## config.mk

```make
export PLATFORM = sky130hd
export DESIGN_NAME = data_sram_arbiter_flat
export DESIGN_NICKNAME = d
export VERILOG_FILES = /design/src/rtl/data_sram_arbiter_if.sv /design/src/rtl/data_sram_arbiter.sv /design/src/flat_wrapper.sv
export SDC_FILE = /design/constraint.sdc
export NUM_CORES = 1
export LEC_CHECK = 0
export BUFFER_PORTS_ARGS = -buffer_cell sky130_fd_sc_hd__buf_4
export CAP_MARGIN = 20
export CORE_AREA = 2 2 120 122
export CTS_CLUSTER_SIZE = 20
export DETAILED_ROUTE_END_ITERATION = 12
export DIE_AREA = 0 0 122 124
export GPL_TIMING_DRIVEN = 0
export PLACE_DENSITY_LB_ADDON = 0.12
export SLEW_MARGIN = 20
export SYNTH_ARGS = -nofsm -noshare
export SYNTH_HDL_FRONTEND = slang
export SYNTH_SLANG_ARGS = --single-unit
```

## constraint.sdc

```tcl
create_clock -name clk -period 3.1 [get_ports clk]
set_input_delay 0.465 -clock clk [delete_from_list [all_inputs] [get_ports clk]]
set_output_delay 0.465 -clock clk [all_outputs]
set_load 0.05 [all_outputs]
```

## src/rtl/data_sram_arbiter_if.sv

```systemverilog
// Bundle of the two requester ports and the single-port data SRAM port.
// The slave modport is the arbiter's view. The master modport is the environment's view: requesters and SRAM.
interface data_sram_arbiter_if;
  logic        req0;
  logic        wr0;
  logic [3:0]  wstrb0;
  logic [31:0] addr0;
  logic [31:0] wdata0;
  logic        addr_ok0;
  logic        data_ok0;
  logic [31:0] rdata0;

  logic        req1;
  logic        wr1;
  logic [3:0]  wstrb1;
  logic [31:0] addr1;
  logic [31:0] wdata1;
  logic        addr_ok1;
  logic        data_ok1;
  logic [31:0] rdata1;

  logic        data_sram_en;
  logic [3:0]  data_sram_wen;
  logic [31:0] data_sram_addr;
  logic [31:0] data_sram_wdata;
  logic [31:0] data_sram_rdata;

  modport slave (
    input  req0, wr0, wstrb0, addr0, wdata0,
    output addr_ok0, data_ok0, rdata0,
    input  req1, wr1, wstrb1, addr1, wdata1,
    output addr_ok1, data_ok1, rdata1,
    output data_sram_en, data_sram_wen, data_sram_addr, data_sram_wdata,
    input  data_sram_rdata
  );

  modport master (
    output req0, wr0, wstrb0, addr0, wdata0,
    input  addr_ok0, data_ok0, rdata0,
    output req1, wr1, wstrb1, addr1, wdata1,
    input  addr_ok1, data_ok1, rdata1,
    input  data_sram_en, data_sram_wen, data_sram_addr, data_sram_wdata,
    output data_sram_rdata
  );
endinterface

```

## src/rtl/data_sram_arbiter.sv

```systemverilog
// Two-requester arbiter for the single-port data SRAM with a fixed one-cycle response.
// Arbitration is either round-robin or fixed-priority; fixed-priority mode has a starvation limit for requester 1.
module data_sram_arbiter #(
  parameter int unsigned FIXED_PRIO = 0,
  parameter int unsigned MAX_WAIT   = 8
) (
  input logic              clk,
  input logic              reset,
  data_sram_arbiter_if.slave bus
);

  localparam logic [7:0] MAX_W = 8'(MAX_WAIT);

  logic       rr_last_q, rr_last_d;
  logic       resp_valid_q, resp_valid_d;
  logic       resp_id_q, resp_id_d;
  logic [7:0] wait_cnt_q, wait_cnt_d;

  logic gnt_vld;
  logic gnt_id;

  // Grant is purely combinational, so a request is accepted in the same cycle it is granted.
  // Holding reset low blocks every grant.
  always_comb begin
    gnt_vld = 1'b0;
    gnt_id  = 1'b0;
    if (reset) begin
      if (bus.req0 && bus.req1) begin
        gnt_vld = 1'b1;
        if (FIXED_PRIO != 0) gnt_id = (wait_cnt_q == MAX_W);
        else                 gnt_id = ~rr_last_q;
      end else if (bus.req0) begin
        gnt_vld = 1'b1;
        gnt_id  = 1'b0;
      end else if (bus.req1) begin
        gnt_vld = 1'b1;
        gnt_id  = 1'b1;
      end
    end
  end

  always_comb begin
    bus.addr_ok0        = gnt_vld & ~gnt_id;
    bus.addr_ok1        = gnt_vld &  gnt_id;
    bus.data_sram_en    = gnt_vld;
    bus.data_sram_wen   = '0;
    bus.data_sram_addr  = bus.addr0;
    bus.data_sram_wdata = bus.wdata0;
    if (gnt_id) begin
      bus.data_sram_addr  = bus.addr1;
      bus.data_sram_wdata = bus.wdata1;
      if (gnt_vld && bus.wr1) bus.data_sram_wen = bus.wstrb1;
    end else begin
      if (gnt_vld && bus.wr0) bus.data_sram_wen = bus.wstrb0;
    end
  end

  // SRAM read data is returned straight to the owner of the in-flight access.
  always_comb begin
    bus.data_ok0 = resp_valid_q & ~resp_id_q;
    bus.data_ok1 = resp_valid_q &  resp_id_q;
    bus.rdata0   = bus.data_ok0 ? bus.data_sram_rdata : '0;
    bus.rdata1   = bus.data_ok1 ? bus.data_sram_rdata : '0;
  end

  always_comb begin
    rr_last_d    = gnt_vld ? gnt_id : rr_last_q;
    resp_valid_d = gnt_vld;
    resp_id_d    = gnt_vld ? gnt_id : resp_id_q;
    wait_cnt_d   = wait_cnt_q;
    if (FIXED_PRIO == 0 || !bus.req1 || bus.addr_ok1) wait_cnt_d = '0;
    else if (wait_cnt_q != MAX_W)                     wait_cnt_d = wait_cnt_q + 8'd1;
  end

  always_ff @(posedge clk or negedge reset) begin
    if (!reset) begin
      rr_last_q    <= 1'b1;
      resp_valid_q <= 1'b0;
      resp_id_q    <= 1'b0;
      wait_cnt_q   <= '0;
    end else begin
      rr_last_q    <= rr_last_d;
      resp_valid_q <= resp_valid_d;
      resp_id_q    <= resp_id_d;
      wait_cnt_q   <= wait_cnt_d;
    end
  end

endmodule
```

## src/flat_wrapper.sv

```systemverilog
// flat-port wrapper written by rule: the top's interface ports become plain ports
module data_sram_arbiter_flat 
#(
  parameter int unsigned FIXED_PRIO = 0,
  parameter int unsigned MAX_WAIT   = 8
)
  (clk, reset, bus_req0, bus_wr0, bus_wstrb0, bus_addr0, bus_wdata0, bus_addr_ok0, bus_data_ok0, bus_rdata0, bus_req1, bus_wr1, bus_wstrb1, bus_addr1, bus_wdata1, bus_addr_ok1, bus_data_ok1, bus_rdata1, bus_data_sram_en, bus_data_sram_wen, bus_data_sram_addr, bus_data_sram_wdata, bus_data_sram_rdata);
  data_sram_arbiter_if bus_i ();
  input logic clk;
  input logic reset;
  input wire logic [$bits(bus_i.req0)-1:0] bus_req0;
  input wire logic [$bits(bus_i.wr0)-1:0] bus_wr0;
  input wire logic [$bits(bus_i.wstrb0)-1:0] bus_wstrb0;
  input wire logic [$bits(bus_i.addr0)-1:0] bus_addr0;
  input wire logic [$bits(bus_i.wdata0)-1:0] bus_wdata0;
  output wire logic [$bits(bus_i.addr_ok0)-1:0] bus_addr_ok0;
  output wire logic [$bits(bus_i.data_ok0)-1:0] bus_data_ok0;
  output wire logic [$bits(bus_i.rdata0)-1:0] bus_rdata0;
  input wire logic [$bits(bus_i.req1)-1:0] bus_req1;
  input wire logic [$bits(bus_i.wr1)-1:0] bus_wr1;
  input wire logic [$bits(bus_i.wstrb1)-1:0] bus_wstrb1;
  input wire logic [$bits(bus_i.addr1)-1:0] bus_addr1;
  input wire logic [$bits(bus_i.wdata1)-1:0] bus_wdata1;
  output wire logic [$bits(bus_i.addr_ok1)-1:0] bus_addr_ok1;
  output wire logic [$bits(bus_i.data_ok1)-1:0] bus_data_ok1;
  output wire logic [$bits(bus_i.rdata1)-1:0] bus_rdata1;
  output wire logic [$bits(bus_i.data_sram_en)-1:0] bus_data_sram_en;
  output wire logic [$bits(bus_i.data_sram_wen)-1:0] bus_data_sram_wen;
  output wire logic [$bits(bus_i.data_sram_addr)-1:0] bus_data_sram_addr;
  output wire logic [$bits(bus_i.data_sram_wdata)-1:0] bus_data_sram_wdata;
  input wire logic [$bits(bus_i.data_sram_rdata)-1:0] bus_data_sram_rdata;
  assign bus_i.req0 = bus_req0;
  assign bus_i.wr0 = bus_wr0;
  assign bus_i.wstrb0 = bus_wstrb0;
  assign bus_i.addr0 = bus_addr0;
  assign bus_i.wdata0 = bus_wdata0;
  assign bus_addr_ok0 = bus_i.addr_ok0;
  assign bus_data_ok0 = bus_i.data_ok0;
  assign bus_rdata0 = bus_i.rdata0;
  assign bus_i.req1 = bus_req1;
  assign bus_i.wr1 = bus_wr1;
  assign bus_i.wstrb1 = bus_wstrb1;
  assign bus_i.addr1 = bus_addr1;
  assign bus_i.wdata1 = bus_wdata1;
  assign bus_addr_ok1 = bus_i.addr_ok1;
  assign bus_data_ok1 = bus_i.data_ok1;
  assign bus_rdata1 = bus_i.rdata1;
  assign bus_data_sram_en = bus_i.data_sram_en;
  assign bus_data_sram_wen = bus_i.data_sram_wen;
  assign bus_data_sram_addr = bus_i.data_sram_addr;
  assign bus_data_sram_wdata = bus_i.data_sram_wdata;
  assign bus_i.data_sram_rdata = bus_data_sram_rdata;
  data_sram_arbiter #(.FIXED_PRIO(FIXED_PRIO), .MAX_WAIT(MAX_WAIT)) u_core (.clk(clk), .reset(reset), .bus(bus_i));
endmodule
```

==> results.py, run 1 <==
metrics = {
    "clock_tree": {
        "clk_latency_ps": 220,
        "cts_root_buffer": "clkbuf_16",
        "htreeDepth": 1,
        "cts-resized-gates": 0,
        "ctsHoldBuffers": 0,
        "cts_tree": "yes",
        "cts.sinks": 3,
        "cts_setup_buffers": 0,
        "clockBufferDepth": 2,
        "cts_inserted_buffers": 3,
        "cts.clk_slew.worst_paths_ps": 30,
    },
    "routing": {
        "wl_per_cell_microns": 15.0,
        "vias_per_cell": 3.80,
        "drt_iter0_drc": 45,
        "first_pass_iters": 4,
        "ant_nets": 0,
        "routed_wl_microns": 9870,
        "drc": 0,
        "dr_total_vias": 2503,
    },
    "worst_setup_path": {
        "r2r_slack_ps": 1850,
        "arrival_ps": 1790,
        "reg2regPathDepth": 5,
        "r2r-start": "u_core.rr_last_q$_DFFE_PN1P_",
        "cp-end-kind": "output pin",
        "cp_max_fo": 10,
        "critPathRequiredTime_ps": 2630,
        "cp-start-kind": "flop",
        "critPathKind": "flop to output pin",
        "r2r-end": "u_core.rr_last_q$_DFFE_PN1P_",
    },
    "final_layout": {
        "multi_input_area_sq_um": 1330,
        "drive_above_1_share_pct": 80.8,
        "seq_area_sq_um": 76.3,
        "syn2layout_area_growth_pct": 175,
        "nNetsFinal": 654,
        "num_antenna_cells": 0,
        "final.fill_count": 1496,
    },
    "die": {
        "dieArea_sq_um": 15100,
        "ioPinCount": 311,
        "die-height_microns": 124,
        "die-width_microns": 122,
        "num_rows": 43,
        "coreArea_sq_um": 13700,
        "initial_core_util_pct": 11.0,
    },
    "power_and_ir_drop": {
        "p_total_w": 0.00127,
        "pwr-share-clk_pct": 16.0,
        "seqPwrFrac_pct": 4.2,
        "powerDensity_nw_per_um2": 306,
        "switching_share_pct": 50.9,
        "ir_drop_v": 0.000173,
        "leakage_nw": 2.38,
        "p_switching_w": 0.000645,
        "pwr-share-comb_pct": 79.8,
        "power.internal_w": 0.000621,
    },
    "timing": {
        "skew_ps": 0.149,
        "setup_tns_ps": 0,
        "finalCriticalPeriod_ps": 2250,
        "worst_slew_pin_slew_ps": 394,
        "drv_slew": 0,
        "finalHoldViolations": 0,
        "finalCritPeriodShare_pct": 72.6,
        "slew_headroom_pct": 73.8,
        "finalSetupViolCount": 0,
        "fmax_mhz": 444,
        "rsz0062_at_grt": "false",
    },
    "synth": {
        "syn-instance-count": 165,
        "avgSynthCellArea_sq_um": 9.14,
        "synth_nets": 339,
        "ys_warn_count": 0,
        "yosysSeqAreaShare_pct": 5.06,
        "synth_cell_types": 18,
        "synth_area_sq_um": 1510,
        "ys_seq_elements": 3,
    },
    "grt": {
        "grt_pass1_vias": 2457,
        "grt_overflow_total": 0,
        "grt_antenna_before_repair": 0,
        "grt_pass1_wl_microns": 12800,
        "grt_max_degree": 11,
        "grtUsageTotal_pct": 11.0,
    },
    "hold_path": {
        "hold_class": "input pin to asynchronous set/reset pin",
    },
    "run_status": {
        "outcome": "completed",
    },
    "placed_design": {
        "dpl.hpwl_microns": 8820,
        "io_buffers": 310,
        "place.gp.congestion": 0.777,
    },
    "flow_run": {
        "drv_cap": 0,
    },
}
## state kept, by name, indices dropped and copies added (netlist names)
register and flops:
u_core.resp_id_q 1, u_core.resp_valid_q 1, u_core.rr_last_q 1
## worst max-delay path, stage by stage, from the launching register on
cell and delay, ps:
dfstp_2 530, nand2_1 60, nand3_2 110, buf_6 160
buf_6 190, mux2_4 310, buf_4 190
## routing by layer
metal / vias up / share of wire, % / global-route usage, %
met5: - / 0 / 0
met4: 0 / 0.84 / 2.51
met3: 6 / 8.5 / 2.43
met2: 151 / 58 / 22.9
met1: 1128 / 33 / 10.8
li1: 1218 / - / -
## placed cells by master (no fill, tap or decap), drive strengths merged
| cell type | netlist | final |
|---|---|---|
| nor2 | 1 | 1 |
| inv | 3 | 3 |
| dfrtp | 2 | 2 |
| mux2 | 64 | 64 |
| nand2 | 3 | 3 |
| nand3 | 2 | 2 |
| o21ai | 2 | 2 |
| a21oi | 1 | 1 |
| and2b | 1 | 1 |
| and2 | 33 | 33 |
| a32o | 4 | 4 |
| clkbuf | 8 | 12 |
| dfstp | 1 | 1 |
| buf | 8 | 318 |
| and3 | 32 | 32 |
## power groups by stage
stage / registers [W] / clock network (W) / logic, W
final: 0.0000527 / 0.000202 / 0.00101
after global routing: 0.0000540 / 0.000212 / 0.00106
after CTS: 0.0000531 / 0.000206 / 0.00102
after detailed placement: 0.0000535 / 0 / 0.00102
after global placement: 0.0000536 / 0 / 0.00102
after floorplan: 0.0000489 / 0 / 0.000632
## through the flow
| stage | utilization (%) | instances | worst slack (ps) | hold WS, ps | cell area (sq um) |
|---|---|---|---|---|---|
| after floorplan | - | 165 | 859 | 169 | 1510 |
| after global placement | 29.6 | 655 | 1010 | 270 | 4060 |
| after detailed placement | 29.6 | 655 | 1020 | 272 | 4060 |
| after CTS | 30.2 | 659 | 818 | 40.3 | 4140 |
| after global routing | 30.2 | 659 | 715 | 43.2 | 4140 |
| final | 30.2 | 659 | 850 | 43.4 | 4140 |
## kinds of logic (layout without fill, tap and decap cells)
kind of cell / Yosys count / in the layout / synth area share, %
AO/OA/AOI/OAI: 7 / 7 / 3.65
buffers and inverters: 19 / 333 / 7.05
flip-flops: 3 / 3 / 5.06
multiplexers: 64 / 64 / 54.8
AND/OR/NAND/NOR: 72 / 72 / 29.5
## layout make-up
cell class / count / area share (%)
clock buffer: 4 / 1.90
sequential: 3 / 1.84
tap: 180 / 5.44
buffer: 16 / 2.30
timing repair buffer: 310 / 56.2
inverter: 3 / 0.272
multi-input combinational: 143 / 32.0
## cells in the mapped netlist
cell,count,area (sq um)
and3_1,32,200
and2b_1,1,7.51
o21ai_0,2,10.0
and2_1,33,206
mux2_4,28,420
clkbuf_1,8,30.0
nor2_1,1,3.75
dfstp_2,1,26.3
inv_1,3,11.3
nand3_2,1,10.0
mux2_2,36,405
nand2_1,3,11.3
a21oi_1,1,5.00
buf_6,4,45.0
nand3_1,1,5.00
buf_2,4,20.0
dfrtp_1,2,50.1
a32o_1,4,40.0
## worst max path at each step
stage | from | to | slack (ps) | depth (start not counted)
5_1_grt | u_core.resp_id_q$_DFFE_PN0P_ | bus_rdata0[13] | 710 | 4
4_1_cts | u_core.rr_last_q$_DFFE_PN1P_ | bus_data_sram_wdata[7] | 820 | 6
3_5_place_dp | bus_req0 | bus_data_sram_wdata[5] | 1020 | 7
2_1_floorplan | u_core.rr_last_q$_DFFE_PN1P_ | bus_addr_ok0 | 860 | 5
6_report | u_core.rr_last_q$_DFFE_PN1P_ | bus_data_sram_wdata[24] | 850 | 6
3_3_place_gp | bus_req0 | bus_data_sram_wdata[10] | 1010 | 7
Note: power is estimated with default switching activity, not from simulation.
==> run 2, diff against run 1 <==
--- a/config.mk
+++ b/config.mk
@@ -5,12 +5,13 @@
 export SDC_FILE = /design/constraint.sdc
 export NUM_CORES = 1
 export LEC_CHECK = 0
+export ABC_AREA = 1
 export BUFFER_PORTS_ARGS = -buffer_cell sky130_fd_sc_hd__buf_4
 export CAP_MARGIN = 20
-export CORE_AREA = 2 2 120 122
+export CORE_AREA = 2 2 119 121
 export CTS_CLUSTER_SIZE = 20
 export DETAILED_ROUTE_END_ITERATION = 12
-export DIE_AREA = 0 0 122 124
+export DIE_AREA = 0 0 121 123
 export GPL_TIMING_DRIVEN = 0
 export PLACE_DENSITY_LB_ADDON = 0.12
 export SLEW_MARGIN = 20
==> constraint.sdc (replaced) <==
create_clock -name clk -period 2.01 [get_ports clk]
set_input_delay 0.3015 -clock clk [delete_from_list [all_inputs] [get_ports clk]]
set_output_delay 0.3015 -clock clk [all_outputs]
set_load 0.05 [all_outputs]
==> run 2 against run 1 <==
Clock power is 56% higher; highest routed layer unchanged; register-to-register slack worse by 1100 ps; critical endpoint is now bus_data_sram_wdata[22]; first-iteration DRC count is 64% higher; wire length is 7.2% higher; sequential power is 42% higher; non-clock buffer count is 5 higher; core utilization is 0.38 points higher; final cell count is 28% higher; worst hold slack worse by 8.5 ps; count of clock-buffer cells in the layout stayed put; via count is 27% higher.
==> results.py, run 2 <==
metrics = {
    "die": {
        "die-width_microns": 121,
        "die-height_microns": 123,
        "coreArea_sq_um": 13600,
        "ioPinCount": 311,
        "dieArea_sq_um": 14900,
        "num_rows": 43,
        "initial_core_util_pct": 10.6,
    },
    "worst_setup_path": {
        "crit_cells": 8,
        "cp-end-kind": "output pin",
        "critPathKind": "flop to output pin",
        "cp-start-kind": "flop",
        "r2r_slack_ps": 800,
        "crit_family": "flip-flops",
        "r2r-end": "u_core.resp_id_q$_DFFE_PN0P_",
        "crit_buf_inv": 4,
        "cp_max_fo": 10,
        "cp_common_cell": "buf_6",
        "crit_slowest_cell": "dfstp_2",
        "arrival_ps": 1600,
        "r2r-start": "u_core.rr_last_q$_DFFE_PN1P_",
        "critPathRequiredTime_ps": 1710,
        "slowest_delay_ps": 550,
        "path_cells": "nand2_4, nand2_8, inv_2, buf_6, buf_6, nand2_1, nand2_1, buf_6",
        "reg2regPathDepth": 4,
    },
    "timing": {
        "hold_ws_ps": 34.9,
        "skew_ps": 0.809,
        "setup_tns_ps": 0,
        "finalCriticalPeriod_ps": 1900,
        "worst_slew_pin_slew_ps": 521,
        "drv_slew": 0,
        "fmax_mhz": 526,
        "finalCritPeriodShare_pct": 94.6,
        "slew_headroom_pct": 65.3,
        "finalHoldViolations": 0,
        "finalSetupViolCount": 0,
        "rsz0062_at_grt": "false",
    },
    "synth": {
        "synth_edf_count": 0,
        "synth_top_cell_area_share_pct": 52.5,
        "synth_most_common_cell": "nand2_1",
        "synthFlopType": "dfrtp_1",
        "synth_cell_types": 14,
        "syn-instance-count": 348,
        "synth_top_area_cell": "nand2_1",
        "ys_warn_count": 0,
        "yosysSeqAreaShare_pct": 5.28,
        "async_reset_ff_share_pct": 100,
        "ys_seq_elements": 3,
        "synthTopCellsByCount": "nand2_1, nor2_1, inv_1",
        "synth_nets": 522,
        "yosys-top-cells-area": "nand2_1, nor2_1, inv_1",
        "synth_area_sq_um": 1450,
        "avgSynthCellArea_sq_um": 4.15,
    },
    "final_layout": {
        "syn2layout_area_growth_pct": 188,
        "num_antenna_cells": 0,
        "multi_input_area_sq_um": 1110,
        "fin_cells": 843,
        "reg_top3": "u_core.resp_id_q: 1 flops, u_core.resp_valid_q: 1 flops, u_core.rr_last_q: 1 flops",
        "seq_area_sq_um": 76.3,
        "final.fill_count": 1537,
        "final_cell_mix": "buf_4, nand2_1, nor2_1",
        "final_common_cell": "buf_4",
        "drive_above_1_share_pct": 50.4,
        "nNetsFinal": 838,
    },
    "grt": {
        "grt_antenna_before_repair": 0,
        "grt_overflow_total": 0,
        "grt_max_degree": 11,
        "grtUsageTotal_pct": 12.4,
        "grt_pass1_wl_microns": 14800,
        "grt_pass1_vias": 3032,
    },
    "routing": {
        "ant_nets": 0,
        "drt_iter0_drc": 74,
        "dr_total_vias": 3168,
        "drc": 0,
        "first_pass_iters": 6,
        "routed_wl_microns": 10600,
        "vias_per_cell": 3.76,
        "wl_per_cell_microns": 12.6,
    },
    "placed_design": {
        "io_buffers": 310,
        "place.gp.congestion": 0.750,
        "dpl.hpwl_microns": 9410,
        "dp.cells": 838,
    },
    "clock_tree": {
        "cts.clk_slew.worst_paths_ps": 30,
        "cts_root_buffer": "clkbuf_16",
        "htreeDepth": 1,
        "cts_setup_buffers": 0,
        "cts.sinks": 3,
        "cts_tree": "yes",
        "cts_inserted_buffers": 3,
        "clk_latency_ps": 220,
        "clockBufferDepth": 2,
    },
    "power_and_ir_drop": {
        "ir_drop_v": 0.000173,
        "powerDensity_nw_per_um2": 504,
        "leakage_nw": 2.68,
    },
    "hold_path": {
        "hold_class": "input pin to asynchronous set/reset pin",
    },
    "run_status": {
        "outcome": "completed",
    },
    "flow_run": {
        "drv_cap": 0,
    },
}
run 2: changes by cell type after synthesis, sizes merged:
cell,previous run,this run
nand2,3,205
mux2,64,0
nor2,1,64
inv,3,41
and2,33,0
and3,32,0
nand3,2,9
a32o,4,0
clkbuf,8,11
o21ai,2,5
and2b,1,0
buf,8,9
run 2: kinds of logic after synthesis:
family	synth area share, %
simple gates	73.9
flops	5.28
compound gates	2.08
buf+inv	18.8
run 2: area by class of cell:
| cell class | count | area share (%) |
|---|---|---|
| multi-input cells | 284 | 26.8 |
| well taps | 180 | 5.42 |
| inverters | 41 | 3.70 |
| plain buffers | 20 | 3.13 |
| repair buffers | 311 | 57.2 |
| flip-flops and latches | 3 | 1.84 |
| clock buffers | 4 | 1.90 |
run 2: worst max-delay path by stage:
stage | from | endpoint | slack, ps
floorplan | bus_req0 | bus_data_sram_wen[0] | -90
global placement | u_core.rr_last_q$_DFFE_PN1P_ | bus_data_sram_wen[0] | 120
detailed placement | u_core.rr_last_q$_DFFE_PN1P_ | bus_data_sram_wen[0] | 120
CTS | u_core.rr_last_q$_DFFE_PN1P_ | bus_data_sram_wdata[22] | -0.06
global route | u_core.rr_last_q$_DFFE_PN1P_ | bus_data_sram_wdata[6] | 20
finish | u_core.rr_last_q$_DFFE_PN1P_ | bus_data_sram_wdata[22] | 110
run 2: report_power, final:
group	switching, W	total (W)	internal [W]
Combinational	0.00112	0.00170	0.000590
Sequential	0.00000505	0.0000747	0.0000696
Clock	0.0000544	0.000316	0.000262
Total	0.00117	0.00210	0.000921
run 2: what timing repair did:
action | in CTS | in global routing
gates resized for setup | 8 | 12
setup endpoints to repair | 54 | 42
pin swaps | 0 | 1
hold endpoints to repair | 2 | 0
hold buffers | 1 | 0
run 2: through the flow:
step	utilization, %	total power [W]	setup WS, ps	area (sq um)
after detailed placement	29.4	0.00177	116	4000
after floorplan	-	0.00109	-87.2	1450
after CTS	30.2	0.00210	-0.0628	4110
after global routing	30.5	0.00221	15.8	4160
after global placement	29.4	0.00176	116	4000
final	30.5	0.00210	108	4160
run 2: per-layer routing:
| layer | vias to the layer above | share of wire, % | global-route usage [%] |
|---|---|---|---|
| met1 | 1341 | 32 | 11.7 |
| met5 | - | 0 | 0 |
| met2 | 189 | 56 | 26.6 |
| met4 | 0 | 1.1 | 2.33 |
| li1 | 1630 | - | - |
| met3 | 8 | 11 | 3.09 |
==> run 3, diff against run 2 <==
--- a/config.mk
+++ b/config.mk
@@ -5,13 +5,12 @@
 export SDC_FILE = /design/constraint.sdc
 export NUM_CORES = 1
 export LEC_CHECK = 0
-export ABC_AREA = 1
 export BUFFER_PORTS_ARGS = -buffer_cell sky130_fd_sc_hd__buf_4
 export CAP_MARGIN = 20
-export CORE_AREA = 2 2 119 121
+export CORE_AREA = 2 2 122 124
 export CTS_CLUSTER_SIZE = 20
 export DETAILED_ROUTE_END_ITERATION = 12
-export DIE_AREA = 0 0 121 123
+export DIE_AREA = 0 0 124 126
 export GPL_TIMING_DRIVEN = 0
 export PLACE_DENSITY_LB_ADDON = 0.12
 export SLEW_MARGIN = 20
==> run 3 against run 2 <==
The flow now finishes with violations (negative setup slack); non-clock buffer count is 3 higher; power is 1.3% lower; highest routed layer unchanged; combinational power hardly changed.
==> results.py, run 3 (synthesis results as in run 1) <==
metrics = {
    "run_status": {
        "outcome": "finished, violations left",
        "failed_checks": "negative setup slack",
    },
    "routing": {
        "drc": 0,
        "vias_per_cell": 3.76,
        "ant_nets": 0,
        "routed_wl_microns": 10100,
        "wl_per_cell_microns": 15.0,
        "dr_total_vias": 2526,
        "drt_iter0_drc": 33,
        "first_pass_iters": 3,
    },
    "worst_setup_path": {
        "path_cells": "nand2_2, nand3_4, clkbuf_16, clkbuf_16, mux2_4, buf_6",
        "critPathRequiredTime_ps": 1710,
        "cp-start-kind": "flop",
        "cp_max_fo": 5,
        "arrival_ps": 1710,
        "cp-end-kind": "output pin",
        "cp_common_cell": "clkbuf_16",
        "crit_slowest_cell": "dfstp_2",
        "slowest_delay_ps": 530,
        "crit_family": "flip-flops",
        "critPathKind": "flop to output pin",
        "crit_buf_inv": 3,
    },
    "timing": {
        "finalSetupViolCount": 2,
        "worst_slew_pin_slew_ps": 418,
        "finalCritPeriodShare_pct": 100,
        "fmax_mhz": 496,
        "skew_ps": 2.67,
        "finalHoldViolations": 0,
        "drv_slew": 0,
        "slew_headroom_pct": 71.8,
        "worst_slack_ps": -5.93,
        "finalCriticalPeriod_ps": 2020,
        "rsz0062_at_grt": "true",
    },
    "power_and_ir_drop": {
        "p_total_w": 0.00207,
        "seqPwrFrac_pct": 3.9,
        "leakage_nw": 2.57,
        "ir_drop_v": 0.000199,
        "pwr-share-comb_pct": 81.0,
        "p_switching_w": 0.00102,
        "switching_share_pct": 49.2,
        "pwr-share-clk_pct": 15.1,
        "power.internal_w": 0.00105,
        "powerDensity_nw_per_um2": 457,
    },
    "grt": {
        "grt_pass1_wl_microns": 13800,
        "grtUsageTotal_pct": 11.5,
        "grt_max_degree": 11,
        "grt_pass1_vias": 2580,
        "grt_antenna_before_repair": 0,
        "grt_overflow_total": 0,
    },
    "final_layout": {
        "syn2layout_area_growth_pct": 200,
        "num_antenna_cells": 0,
        "final_common_cell": "buf_4",
        "final_cell_mix": "buf_4, buf_6, and2_1, mux2_4, and3_1",
        "nNetsFinal": 662,
        "final_core_util_pct": 31.6,
        "drive_above_1_share_pct": 83.0,
        "reg_top3": "u_core.resp_id_q: 1 flops, u_core.resp_valid_q: 1 flops, u_core.rr_last_q: 1 flops",
    },
    "die": {
        "initial_core_util_pct": 10.5,
        "die-width_microns": 124,
        "num_rows": 44,
        "coreArea_sq_um": 14300,
        "dieArea_sq_um": 15600,
        "ioPinCount": 311,
        "die-height_microns": 126,
    },
    "clock_tree": {
        "cts_tree": "yes",
        "clk_latency_ps": 220,
        "cts_inserted_buffers": 3,
        "cts_root_buffer": "clkbuf_16",
        "htreeDepth": 1,
        "cts.sinks": 3,
        "clockBufferDepth": 2,
        "cts.clk_slew.worst_paths_ps": 30,
    },
    "flow_run": {
        "drv_cap": 0,
    },
    "placed_design": {
        "place.gp.congestion": 0.767,
        "io_buffers": 310,
        "dpl.hpwl_microns": 8890,
    },
    "hold_path": {
        "hold_class": "input pin to asynchronous set/reset pin",
    },
}
run 3: per-layer routing:
layer | wire [microns] | global-route usage [%] | part of all wire, % | vias to the layer above
met5 | 0 | 0 | 0 | -
li1 | - | - | - | 1235
met3 | 946 | 2.45 | 9.4 | 4
met2 | 5910 | 24.3 | 59 | 159
met4 | 68 | 2.12 | 0.68 | 0
met1 | 3140 | 11.0 | 31 | 1128
run 3: worst paths after layout:
kind	startpoint	to	slack [ps]	cells after the start
max reg2reg	u_core.rr_last_q$_DFFE_PN1P_	u_core.resp_id_q$_DFFE_PN0P_	730	6
max in group asynchronous	reset	u_core.resp_valid_q$_DFF_PN0_	1430	2
min	reset	u_core.rr_last_q$_DFFE_PN1P_	50	1
min reg2reg	u_core.rr_last_q$_DFFE_PN1P_	u_core.rr_last_q$_DFFE_PN1P_	510	2
min in group clk	u_core.rr_last_q$_DFFE_PN1P_	u_core.rr_last_q$_DFFE_PN1P_	510	2
max	u_core.rr_last_q$_DFFE_PN1P_	bus_data_sram_wdata[16]	-6	6
run 3: layout make-up:
cell class | count | area, sq um
Fill cell | 1554 | 9790
Sequential cell | 3 | 76.3
Multi-Input combinational cell | 143 | 1360
Clock buffer | 4 | 78.8
Inverter | 3 | 15.0
Tap cell | 184 | 230
Buffer | 16 | 144
Timing Repair Buffer | 318 | 2620
run 3: timing repair:
action,in CTS,in global routing
setup endpoints to repair,82,97
pin swaps,4,5
buffers inserted,4,0
resized for setup,55,19
gates cloned,0,3
endpoints found under the hold margin,2,0
hold buffers,1,0
run 3: stage by stage:
stage          hold slack, ps  setup WS, ps  setup TNS (ps)  area (sq um)  instances
5_1_grt                  51.8         -56.7           -2190          4530        671
3_5_place_dp              110           102               0          4070        659
2_1_floorplan            5.91          85.2               0          1510        165
4_1_cts                  45.6         -44.7            -748          4390        668
3_3_place_gp              108           109               0          4070        659
6_report                 46.7         -5.93           -8.60          4530        671
run 3: worst register-to-register path: cells and delay by family (launching register included):
kind	cells	cell delay, ps
buf+inv	3	410
flops	1	530
simple gates	3	220
run 3: power by group through the flow:
stage	logic [W]	clock network (W)	registers, W
2_1_floorplan	0.000975	0	0.0000754
3_3_place_gp	0.00157	0	0.0000809
3_5_place_dp	0.00157	0	0.0000808
4_1_cts	0.00165	0.000320	0.0000811
5_1_grt	0.00176	0.000326	0.0000823
6_report	0.00168	0.000313	0.0000800
